## config.mk

```make
export PLATFORM = sky130hd
export DESIGN_NAME = adc_packet_sequencer
export DESIGN_NICKNAME = d
export VERILOG_FILES = /design/src/rtl/adc_packet_sequencer.sv
export SDC_FILE = /design/constraint.sdc
export NUM_CORES = 1
export LEC_CHECK = 0
export CAP_MARGIN = 30
export CORE_MARGIN = 4
export CORE_UTILIZATION = 51
export CTS_BUF_LIST = sky130_fd_sc_hd__clkbuf_8 sky130_fd_sc_hd__clkbuf_16
export CTS_CLUSTER_SIZE = 8
export DETAILED_ROUTE_END_ITERATION = 6
export GPL_TIMING_DRIVEN = 0
export PLACE_DENSITY = 0.8
export SYNTH_ARGS = -nofsm -noshare
export SYNTH_HDL_FRONTEND = slang
export SYNTH_SLANG_ARGS = --single-unit
```

## constraint.sdc

```tcl
create_clock -name i_clk -period 2.4 [get_ports i_clk]
set_input_delay 0.48 -clock i_clk [delete_from_list [all_inputs] [get_ports i_clk]]
set_output_delay 0.48 -clock i_clk [all_outputs]
set_load 0.005 [all_outputs]
```

## src/rtl/adc_packet_sequencer.sv

```systemverilog
// adc_packet_sequencer: frames ADC sample pairs into header+payload packets for the UDP TX FIFO
module adc_packet_sequencer #(
    parameter int          SAMPLES_PER_PKT = 512,
    parameter logic [15:0] HDR_MAGIC       = 16'hADC0
) (
    input  logic        i_clk,
    input  logic        i_rst_n,
    input  logic        i_start,
    input  logic        i_adc_valid,
    input  logic [15:0] i_adc_data,
    input  logic        i_fifo_full,
    output logic        o_fifo_wr_en,
    output logic [31:0] o_fifo_din,
    output logic        o_pkt_send,
    output logic [15:0] o_pkt_len,
    output logic [15:0] o_seq_num,
    output logic        o_busy,
    output logic        o_overflow
);
    typedef enum logic [3:0] {
        S_IDLE    = 4'b0001,
        S_HEADER  = 4'b0010,
        S_CAPTURE = 4'b0100,
        S_SEND    = 4'b1000
    } state_t;

    localparam logic [15:0] LAST_PAIR = 16'(SAMPLES_PER_PKT / 2 - 1);
    localparam logic [15:0] PKT_LEN   = 16'(4 * (1 + SAMPLES_PER_PKT / 2));

    state_t      r_state;
    logic        r_wr_en;
    logic [31:0] r_din;
    logic        r_pkt_send;
    logic [15:0] r_pkt_len;
    logic [15:0] r_seq_num;
    logic        r_busy;
    logic        r_overflow;
    logic [15:0] r_pair_cnt;
    logic        r_phase;
    logic [15:0] r_held;

    assign o_fifo_wr_en = r_wr_en;
    assign o_fifo_din   = r_din;
    assign o_pkt_send   = r_pkt_send;
    assign o_pkt_len    = r_pkt_len;
    assign o_seq_num    = r_seq_num;
    assign o_busy       = r_busy;
    assign o_overflow   = r_overflow;

    // Packet FSM: header write, pair packing with drop-on-full, then a single send request
    always_ff @(posedge i_clk or negedge i_rst_n) begin
        if (!i_rst_n) begin
            r_state    <= S_IDLE;
            r_wr_en    <= 1'b0;
            r_din      <= '0;
            r_pkt_send <= 1'b0;
            r_pkt_len  <= '0;
            r_seq_num  <= '0;
            r_busy     <= 1'b0;
            r_overflow <= 1'b0;
            r_pair_cnt <= '0;
            r_phase    <= 1'b0;
            r_held     <= '0;
        end else begin
            r_wr_en    <= 1'b0;
            r_pkt_send <= 1'b0;
            case (r_state)
                S_IDLE: if (i_start) begin
                    r_state    <= S_HEADER;
                    r_busy     <= 1'b1;
                    r_overflow <= 1'b0;
                    r_pair_cnt <= '0;
                    r_phase    <= 1'b0;
                end
                S_HEADER: if (!i_fifo_full) begin
                    r_wr_en <= 1'b1;
                    r_din   <= {HDR_MAGIC, r_seq_num};
                    r_state <= S_CAPTURE;
                end
                S_CAPTURE: if (i_adc_valid) begin
                    r_phase <= ~r_phase;
                    if (!r_phase) begin
                        r_held <= i_adc_data;
                    end else if (!i_fifo_full) begin
                        r_wr_en    <= 1'b1;
                        r_din      <= {i_adc_data, r_held};
                        r_pair_cnt <= r_pair_cnt + 16'd1;
                        if (r_pair_cnt == LAST_PAIR) r_state <= S_SEND;
                    end else begin
                        r_overflow <= 1'b1;
                    end
                end
                S_SEND: begin
                    r_pkt_send <= 1'b1;
                    r_pkt_len  <= PKT_LEN;
                    r_seq_num  <= r_seq_num + 16'd1;
                    r_busy     <= 1'b0;
                    r_state    <= S_IDLE;
                end
                default: begin
                    r_busy  <= 1'b0;
                    r_state <= S_IDLE;
                end
            endcase
        end
    end
endmodule

```

==> out/metrics.yaml <==
synth_xor_area_frac: 0.0332
yosysTopAreaCell: "dfrtp_1"
power.share.clock: 0.223
r2r-end: "o_fifo_din[31]"
synth_seq_cells: 90
ant_nets: 0
postSynthCellCount: 398
synth_compound_area_frac: 0.134
synth_area_leaders: "dfrtp_1 (53%), nand2_1 (4.7%), mux2_2 (4.3%)"
yosysWarnings: 0
hp-class: "reg -> reg"
yosysSeqAreaShare: 0.533
min_period_ps: 2230
grt.busiest_layer: "met2"
syn2layout_area_growth_pct: 27.5
start_util: 0.536
r2r_setup_slack_ps: 170
cts_tree: "done"
timing.rr.start: "r_state[0]"
path_max_fanout: 10
p_seq_frac: 0.455
finClkSkew_ps: 9.80
htree_num_levels: 3
synth_mux_area_frac: 0.0450
die_area_um2: 9800
power.internal_uw: 3260
grtUsageMet3: 0.0347
layout-drive-gt1-share: 0.139
maxCapViolCount: 0
critical_path_class: "reg -> reg"
grt_use_met2: 0.350
n_fill_cell: 584
grt_max_degree: 73
ys_top_cells_by_count: "dfrtp_1 (89), nand2_1 (53), nor2_1 (22), a31oi_1 (21), mux2_2 (16)"
ir_drop_mv: 0.476
leakagePower_uw: 0.00233
power.switching_uw: 1470
clockBufferDepth: 2
grt_overflow: 0
fp.dieH_um: 99.0
placed_area_um2: 5170
cts_setup_buffers: 0
run_status: "finished, final reports clean"
wl_um: 10100
stdcell_area_um2: 5390
grt_pass1_wl_um: 16800
path_clk_slew_ps: 90
dr.pass1.iters: 5
synth_area_um2: 4230
crit_path_top_delay_cell: "dfstp_2"
hold_viol_final: 0
route.detailed.drc: 0
worst_ep_required_time_ps: 2650
coreArea_um2: 7890
synth_top_area_share: 0.527
crit_start: "r_state[0]"
synth_top_family_by_area: "simple AND/OR/NAND/NOR gates"
ys_async_sr_fraction: 1.00
clk_latency_ps: 370
avgSynthCellArea_um2: 10.6
ys_types: 53
fp.dieW_um: 99.0
endpoint: "o_fifo_din[31]"
yosys.area_share.simple: 0.188
arrival_ps: 2480
drv_slew: 0
viasPerCell: 5.61
antenna_cells: 0
power_uw: 4730
cp-end-kind: "flop"
rsz0062_at_grt: "no"
synth-adder-area-share: 0.00592
port_buffers: 74
grtUsageMet1: 0.278
regArea_um2: 2250
final.setup.tns_ps: 0
fin_cells: 605
worstPathCellList: "buf_2, nor3b_1, o21ai_0, nand2_1, clkbuf_1, o22a_1"
critPathLaunchType: "flop"
setup_viol: 0
nNetsFinal: 521
root_buffer: "clkbuf_8"
post_drt_wl_per_cell_um: 16.6
slew_headroom: 0.627
dp.cells: 588
worst_pin_slew_ps: 560
finalWeightedCongestion: 0.845
fmax_mhz: 449
antenna_found_initial: 0
dp_hpwl_um: 7460
switching_share: 0.311
p_comb_frac: 0.322
dr.first_iter.drc_count: 247
num_vias: 3397
multiInputGateArea_um2: 1780
grt_pass1_vias: 3409
min_period_over_period: 0.927
yosysMostFrequentCell: "dfrtp_1"
slowest_delay_ps: 580
rows: 32
pwr_density_cell_nw_per_um2: 878
synth_ff_type: "dfrtp_1"
cts_sinks: 90
cts_made_buffers: 9
r2r_cells: 6
io_pins: 89
track_usage: 0.211
synth_edf_count: 0
==> through the flow <==
stage | setup WS (ps) | hold slack (ps) | utilization
final | 174 | 502 | 0.683
after global routing | 24.9 | 520 | 0.683
after CTS | 74.7 | 497 | 0.682
after detailed placement | -168 | 381 | 0.655
after global placement | -2350 | 478 | 0.652
after floorplan | 474 | 184 | -
==> worst max-delay path: cells and delay by family, from the launching register on <==
kind	cells	cell delay, ps
compound gates	2	640
simple gates	2	360
flops	1	580
buf+inv	2	530
==> power groups by stage <==
stage | logic, uW | registers [uW] | clock network (uW)
finish | 1520 | 2150 | 1050
global route | 1660 | 2200 | 1130
CTS | 1530 | 2160 | 1070
detailed placement | 1520 | 2180 | 0
global placement | 1470 | 2160 | 0
floorplan | 758 | 2140 | 0
==> cells by family (layout without fill, tap and decap cells) <==
logic type,count (synthesis),count (layout)
adder cells (fa/ha/maj),2,2
XOR/XNOR,16,16
AO/OA/AOI/OAI,81,81
multiplexers,17,17
AND/OR/NAND/NOR,147,147
buffers and inverters,44,136
flip-flops,90,90
other,1,14
==> layer usage <==
layer | vias to the layer above | part of all wire
met2 | 123 | 0.49
met5 | - | 0
met4 | 0 | 0.022
met1 | 1645 | 0.43
li1 | 1607 | -
met3 | 22 | 0.054
==> cells in the final DEF (no fill, tap or decap), types with 10 or more instances in the layout <==
cell type        count
xnor2_1             11
clkbuf_1            10
dfrtp_1             89
a31oi_1             21
buf_4               16
o21ai_0             10
nand2_1             53
mux2_2              16
nor2_1              22
clkdlybuf4s50_1     73
o31ai_1             13
conb_1              14
buf_2               10
nand3_1             12
==> area by class of cell <==
| type | count | share of cell area |
|---|---|---|
| clock buffer | 9 | 0.0230 |
| multi-input combinational | 277 | 0.330 |
| buffer | 40 | 0.0439 |
| clock inverter | 7 | 0.0146 |
| sequential | 90 | 0.418 |
| tap | 102 | 0.0237 |
| timing repair buffer | 76 | 0.144 |
| inverter | 4 | 0.00279 |
==> state kept, by name, indices dropped and copies added, names as in the netlist <==
name	flops
o_fifo_din	32
o_overflow	1
o_fifo_wr_en	1
r_pair_cnt	16
o_pkt_len	1
r_state	4
r_phase	1
o_busy	1
r_held	16
o_seq_num	16
o_pkt_send	1
==> worst min-delay path by stage <==
stage,start,endpoint,slack (ps),depth (start not counted)
6_report,r_pair_cnt[15],r_pair_cnt[15],500,1
5_1_grt,r_pair_cnt[15],r_pair_cnt[15],520,1
4_1_cts,r_pair_cnt[15],r_pair_cnt[15],500,1
3_5_place_dp,i_rst_n,o_busy,380,1
3_3_place_gp,r_pair_cnt[15],r_pair_cnt[15],480,1
2_1_floorplan,i_rst_n,o_busy,180,0
==> repair_timing <==
item | in CTS | in global routing
hold buffers | 1 | 0
endpoints found under the setup margin | 0 | 10
hold endpoints to repair | 17 | 0
gates resized for setup | 0 | 1
Power figures use the tool's default switching activity.
